`src/rtl/connect_feeder_pkg.sv`:
```
// Shared constants and state encoding for the fully-connected stage feeder.
package connect_feeder_pkg;

    localparam int FEAT_BYTES = 27;
    localparam int WIN_CYC    = 9;
    localparam int VEC_W      = 216;
    localparam int CNT_W      = 5;

    typedef enum logic [2:0] {
        ST_FILL,
        ST_FETCH,
        ST_LOAD,
        ST_DRIVE,
        ST_WAIT
    } feeder_state_t;

endpackage

```
`src/rtl/connect_feeder_if.sv`:
```
// Bus between the feeder (master) and connect_module (slave).
interface connect_feeder_if;
    import connect_feeder_pkg::*;

    logic [VEC_W-1:0] pool_lin;
    logic [VEC_W-1:0] weight_lin;
    logic             fc_in_vld;
    logic [7:0]       fc_ans;
    logic             fc_out_vld;

    modport master (
        output pool_lin,
        output weight_lin,
        output fc_in_vld,
        input  fc_ans,
        input  fc_out_vld
    );

    modport slave (
        input  pool_lin,
        input  weight_lin,
        input  fc_in_vld,
        output fc_ans,
        output fc_out_vld
    );

endinterface

```
`src/rtl/connect_feeder_pack_buf.sv`:
```
// 27-byte packing register: byte k of the stream lands in data[k*8 +: 8].
// full pulses combinationally while the last byte of a set is being taken.
module feeder_pack_buf
    import connect_feeder_pkg::*;
(
    input  logic             clk,
    input  logic             rst,
    input  logic             in_vld,
    input  logic [7:0]       in_data,
    output logic [VEC_W-1:0] data,
    output logic             full
);

    logic [CNT_W-1:0] count;

    assign full = in_vld && (count == CNT_W'(FEAT_BYTES - 1));

    // Store each accepted byte at the slot given by the running count, wrap after the last.
    always_ff @(posedge clk) begin
        if (rst) begin
            data  <= '0;
            count <= '0;
        end else if (in_vld) begin
            data[{count, 3'b000} +: 8] <= in_data;
            count <= full ? '0 : count + 5'd1;
        end
    end

endmodule

```
`src/rtl/connect_feeder.sv`:
```
// Sequencer that collects pooled features and walks connect_module through
// every output neuron, fetching weights and forwarding indexed results.
module connect_feeder
    import connect_feeder_pkg::*;
#(
    parameter int NUM_OUT  = 10,
    parameter int IDX_W    = 4,
    parameter int WAIT_MAX = 63
) (
    input  logic              clk,
    input  logic              rst,
    input  logic              px_vld,
    input  logic [7:0]        px_data,
    output logic              px_rdy,
    output logic [IDX_W-1:0]  wt_addr,
    input  logic [VEC_W-1:0]  wt_data,
    connect_feeder_if.master  fc,
    output logic              res_vld,
    output logic [7:0]        res_data,
    output logic [IDX_W-1:0]  res_idx,
    output logic              res_err,
    output logic              busy
);

    localparam int WT_W = $clog2(WAIT_MAX + 1);

    feeder_state_t    state;
    logic [IDX_W-1:0] idx;
    logic [3:0]       drv_cnt;
    logic [WT_W-1:0]  wait_cnt;
    logic [VEC_W-1:0] pool_q;
    logic [VEC_W-1:0] weight_q;
    logic             fc_vld_q;
    logic             byte_take;
    logic             buf_full;
    logic             neuron_done;

    assign byte_take     = px_vld & px_rdy;
    assign wt_addr       = idx;
    assign fc.pool_lin   = pool_q;
    assign fc.weight_lin = weight_q;
    assign fc.fc_in_vld  = fc_vld_q;
    assign neuron_done   = fc.fc_out_vld || (wait_cnt == WT_W'(WAIT_MAX - 1));

    feeder_pack_buf u_pack (
        .clk     (clk),
        .rst     (rst),
        .in_vld  (byte_take),
        .in_data (px_data),
        .data    (pool_q),
        .full    (buf_full)
    );

    // Main sequencer: fill, then per neuron fetch weights, drive the 9-cycle window and collect the answer.
    always_ff @(posedge clk) begin
        if (rst) begin
            state    <= ST_FILL;
            idx      <= '0;
            drv_cnt  <= '0;
            wait_cnt <= '0;
            weight_q <= '0;
            fc_vld_q <= 1'b0;
            px_rdy   <= 1'b1;
            busy     <= 1'b0;
            res_vld  <= 1'b0;
            res_data <= '0;
            res_idx  <= '0;
            res_err  <= 1'b0;
        end else begin
            res_vld <= 1'b0;
            res_err <= 1'b0;
            case (state)
                ST_FILL: begin
                    if (buf_full) begin
                        state  <= ST_FETCH;
                        px_rdy <= 1'b0;
                        busy   <= 1'b1;
                        idx    <= '0;
                    end
                end
                ST_FETCH: begin
                    state <= ST_LOAD;
                end
                ST_LOAD: begin
                    weight_q <= wt_data;
                    fc_vld_q <= 1'b1;
                    drv_cnt  <= '0;
                    state    <= ST_DRIVE;
                end
                ST_DRIVE: begin
                    if (drv_cnt == 4'(WIN_CYC - 1)) begin
                        fc_vld_q <= 1'b0;
                        wait_cnt <= '0;
                        state    <= ST_WAIT;
                    end else begin
                        drv_cnt <= drv_cnt + 4'd1;
                    end
                end
                ST_WAIT: begin
                    if (neuron_done) begin
                        res_vld  <= 1'b1;
                        res_idx  <= idx;
                        res_err  <= !fc.fc_out_vld;
                        res_data <= fc.fc_out_vld ? fc.fc_ans : 8'h00;
                        if (idx == IDX_W'(NUM_OUT - 1)) begin
                            state  <= ST_FILL;
                            px_rdy <= 1'b1;
                            busy   <= 1'b0;
                            idx    <= '0;
                        end else begin
                            idx   <= idx + 1'b1;
                            state <= ST_FETCH;
                        end
                    end else begin
                        wait_cnt <= wait_cnt + 1'b1;
                    end
                end
                default: begin
                    state <= ST_FILL;
                end
            endcase
        end
    end

endmodule

```
`src/flat_wrapper.sv`:
```
// flat-port wrapper written by rule: the top's interface ports become plain ports
module connect_feeder_flat import connect_feeder_pkg::*;
#(
    parameter int NUM_OUT  = 10,
    parameter int IDX_W    = 4,
    parameter int WAIT_MAX = 63
)
  (clk, rst, px_vld, px_data, px_rdy, wt_addr, wt_data, res_vld, res_data, res_idx, res_err, busy, fc_pool_lin, fc_weight_lin, fc_fc_in_vld, fc_fc_ans, fc_fc_out_vld);
  connect_feeder_if fc_i ();
  input  logic clk;
  input  logic rst;
  input  logic px_vld;
  input  logic [7:0] px_data;
  output logic px_rdy;
  output logic [IDX_W-1:0] wt_addr;
  input  logic [VEC_W-1:0] wt_data;
  output logic res_vld;
  output logic [7:0] res_data;
  output logic [IDX_W-1:0] res_idx;
  output logic res_err;
  output logic busy;
  output wire logic [$bits(fc_i.pool_lin)-1:0] fc_pool_lin;
  output wire logic [$bits(fc_i.weight_lin)-1:0] fc_weight_lin;
  output wire logic [$bits(fc_i.fc_in_vld)-1:0] fc_fc_in_vld;
  input wire logic [$bits(fc_i.fc_ans)-1:0] fc_fc_ans;
  input wire logic [$bits(fc_i.fc_out_vld)-1:0] fc_fc_out_vld;
  assign fc_pool_lin = fc_i.pool_lin;
  assign fc_weight_lin = fc_i.weight_lin;
  assign fc_fc_in_vld = fc_i.fc_in_vld;
  assign fc_i.fc_ans = fc_fc_ans;
  assign fc_i.fc_out_vld = fc_fc_out_vld;
  connect_feeder #(.NUM_OUT(NUM_OUT), .IDX_W(IDX_W), .WAIT_MAX(WAIT_MAX)) u_core (.clk(clk), .rst(rst), .px_vld(px_vld), .px_data(px_data), .px_rdy(px_rdy), .wt_addr(wt_addr), .wt_data(wt_data), .fc(fc_i), .res_vld(res_vld), .res_data(res_data), .res_idx(res_idx), .res_err(res_err), .busy(busy));
endmodule
```
`config.mk`:
```
export PLATFORM = sky130hd
export DESIGN_NAME = connect_feeder_flat
export DESIGN_NICKNAME = d
export VERILOG_FILES = /design/src/rtl/connect_feeder_pkg.sv /design/src/rtl/connect_feeder_if.sv /design/src/rtl/connect_feeder_pack_buf.sv /design/src/rtl/connect_feeder.sv /design/src/flat_wrapper.sv
export SDC_FILE = /design/constraint.sdc
export NUM_CORES = 1
export LEC_CHECK = 0
export ABC_AREA = 1
export CAP_MARGIN = 15
export CORE_AREA = 2 2 270 272
export DETAILED_ROUTE_END_ITERATION = 7
export DIE_AREA = 0 0 272 274
export GPL_TIMING_DRIVEN = 0
export PLACE_DENSITY = 0.53
export SETUP_SLACK_MARGIN = 0.15
export SYNTH_ARGS = -nofsm -noshare
export SYNTH_HDL_FRONTEND = slang
export SYNTH_SLANG_ARGS = --single-unit
```
`constraint.sdc`:
```
create_clock -name clk -period 4.65 [get_ports clk]
set_input_delay 0.93 -clock clk [delete_from_list [all_inputs] [get_ports clk]]
set_output_delay 0.93 -clock clk [all_outputs]
set_load 0.005 [all_outputs]
```
==> impl_metrics.tcl <==
set metrics [dict create \
    crit_buf_inv 4 \
    ys_warn_count 0 \
    antenna_found_initial 34 \
    wl_per_cell_um 20.5 \
    reg2reg_depth 8 \
    setup.worst_path.start_class "input port" \
    io_pins 689 \
    worst-path-max-fanout 11 \
    dp_hpwl_mm 67.7 \
    clkTransAtPathRegs_ps 60 \
    syn_avg_cell_area_sq_um 7.36 \
    rsz0062_at_grt "no" \
    ant_nets 0 \
    max_slew.worst_pin.slew_ps 1080 \
    period_share 0.643 \
    synth_area_leaders "dfxtp_1 (53%), nor2_1 (18%), o21ai_0 (8.9%), nand2_1 (5.6%), inv_1 (2.9%)" \
    hold_path_depth 2 \
    path_depth 6 \
    endpoint_kind "flop" \
    worst_clock_skew_ps 35.5 \
    p_per_area_mw_per_mm2 384 \
    synthSimpleGateAreaFrac 0.290 \
    fmax_mhz 335 \
    drtIter0Drc 961 \
    synth_area_sq_mm 0.0179 \
    final_cell_mix "nor2_1 (851), clkdlybuf4s50_1 (686), dfxtp_1 (471)" \
    drc 0 \
    rows 99 \
    cpMostUsedCell "clkbuf_1" \
    ir_worst_vdd_uv 270 \
    crit_family "buffers and inverters" \
    cts_tree "built" \
    fillCellCount 7676 \
    crit_type "in2reg" \
    grt_max_degree 15 \
    nNetsFinal 3416 \
    synth_mux_area_frac 0 \
    crit_chain "clkdlybuf4s50_1 > clkinv_1 > clkbuf_1 > clkbuf_1 > o21ai_0 > nor2_1" \
    yosys.area_share.xor_xnor 0.00196 \
    grt_pass1_vias 17800 \
    holdWs_ps 459 \
    p_leak_nw 10.6 \
    cts_setup_buffers 0 \
    drive_gt1_frac 0.0527 \
    routed_wl_mm 85.6 \
    initial_utilization 0.248 \
    relSlewSlack 0.279 \
    placedCellCount 4071 \
    synth_top_family_by_area "simple AND/OR/NAND/NOR gates" \
    postSynthCellCount 2426 \
    synth-compound-area-share 0.110 \
    slew_violations 0 \
    arrival_ps 3520 \
    yosysTopAreaCellShare 0.528 \
    clk_latency_ps 620 \
    crit_required_ps 5180 \
    layout_commonest_cell "nor2_1" \
    routed_via_density 4.43 \
    routabilityCongestion 0.887 \
    fp.coreArea_sq_mm 0.0720 \
    firstDrtPassIters 5 \
    grt_pass1_wl_mm 122 \
    ctsLongestPathBuffers 3 \
    synth_nets 2673 \
    yosysSeqAreaShare 0.528 \
    slowest_stage "clkbuf_1" \
    portBuffers 686 \
    synth_cell_type_count 39 \
    hold_class "reg2reg" \
    final_hold_viol_count 0 \
    maxCapViolations 0 \
    cts_resized 0 \
    finalSetupViolCount 0 \
    synthAdderAreaFrac 0.00771 \
    synth_top_area_cell "dfxtp_1" \
    outcome "finished clean" \
    final_cells 4178 \
    track_usage 0.221 \
    setup_tns_ps 0 \
    cts_hold_buf 0 \
    area_growth_pct 55.4 \
    clock-sinks 471 \
    gr-total-overflow 0 \
    root_buffer "clkbuf_16" \
    ys_ff_latch 471 \
    die_h_um 274 \
    p_total_mw 10.7 \
    min_period_ps 2990 \
    cts-buffers-inserted 55 \
    vias 18500 \
    slowest_delay_ps 780 \
    die_w_um 272 \
    die_area_sq_mm 0.0745 \
    cts_htree_levels 2 \
]
## state kept, by name, indices dropped and copies added, names as in the netlist
name / cells
u_core.busy: 1
u_core.drv_cnt: 4
u_core.fc.fc_in_vld: 1
u_core.fc.weight_lin: 216
u_core.px_rdy: 1
u_core.res_data: 8
u_core.res_err: 1
u_core.res_idx: 4
u_core.res_vld: 1
u_core.state: 3
u_core.u_pack.count: 5
u_core.u_pack.data: 216
u_core.wait_cnt: 6
u_core.wt_addr: 4
## where the power goes
part           switching [mW]  total, mW  internal [mW]  leakage [nW]
sequential              0.146       4.46           4.31          3.81
clock                    1.84       4.35           2.51         0.894
combinational           0.970       1.85          0.884          5.92
total                    2.95       10.7           7.71          10.6
## area by class of cell
type                       instances  area (sq um)  area share
antenna                           11          27.5    0.000992
buffer                           126           538      0.0194
clock buffer                      74          1600      0.0576
clock inverter                    22           199     0.00717
inverter                         154           579      0.0209
multi-input combinational       1675          7320       0.264
sequential                       471          9430       0.340
tap                              959          1200      0.0432
timing repair buffer             686          6870       0.247
## logic make-up (layout without fill, tap and decap cells)
family	count (synthesis)	count (layout)
and+or+nand+nor	1270	1270
other	0	11
AOI/OAI and AO/OA	390	390
DFF	471	471
buffers and inverters	280	1062
xor gates and xnor gates	4	4
adders and majority gates	11	11
## worst register-to-register path: cells and delay by family, from the launching register on
family | cells | cell delay (ps)
buf+inv | 2 | 410
simple gates | 5 | 1440
fa+ha+maj | 1 | 300
flops | 1 | 530
## cells in the mapped netlist, drive strengths merged
cell	count
a211oi	1
a21oi	64
a31oi	1
and3	1
buf	33
clkbuf	93
clkinv	2
dfxtp	471
ha	11
inv	152
nand2	278
nand3	58
nand3b	3
nand4	44
nor2	868
nor3	15
nor3b	1
nor4	1
o211ai	2
o21a	1
o21ai	319
o21bai	1
o32ai	1
or2	1
xnor2	1
xor2	3
## metrics by stage
step	util	worst slack, ps	instance area, sq um
global placement	0.360	846	25900
global route	0.385	1450	27700
CTS	0.385	1510	27700
finish	0.386	1660	27800
floorplan	-	2680	17900
detailed placement	0.360	840	25900
## path summary, 6_finish.rpt
| kind | from | slack (ps) | to |
|---|---|---|---|
| max | rst | 1660 | u_core.fc.weight_lin[214] |
| max reg2reg | u_core.u_pack.count[0] | 1870 | u_core.u_pack.data[113] |
| min | u_core.u_pack.data[162] | 460 | u_core.u_pack.data[162] |
| min reg2reg | u_core.u_pack.data[162] | 460 | u_core.u_pack.data[162] |
## routing by layer
layer	vias up	GRT usage	part of all wire
met5	-	0	0.00026
met3	156	0.0671	0.082
met1	8569	0.251	0.39
met4	4	0.0619	0.028
met2	612	0.400	0.50
li1	9182	-	-
No activity file was read; power rests on OpenSTA's default activity.
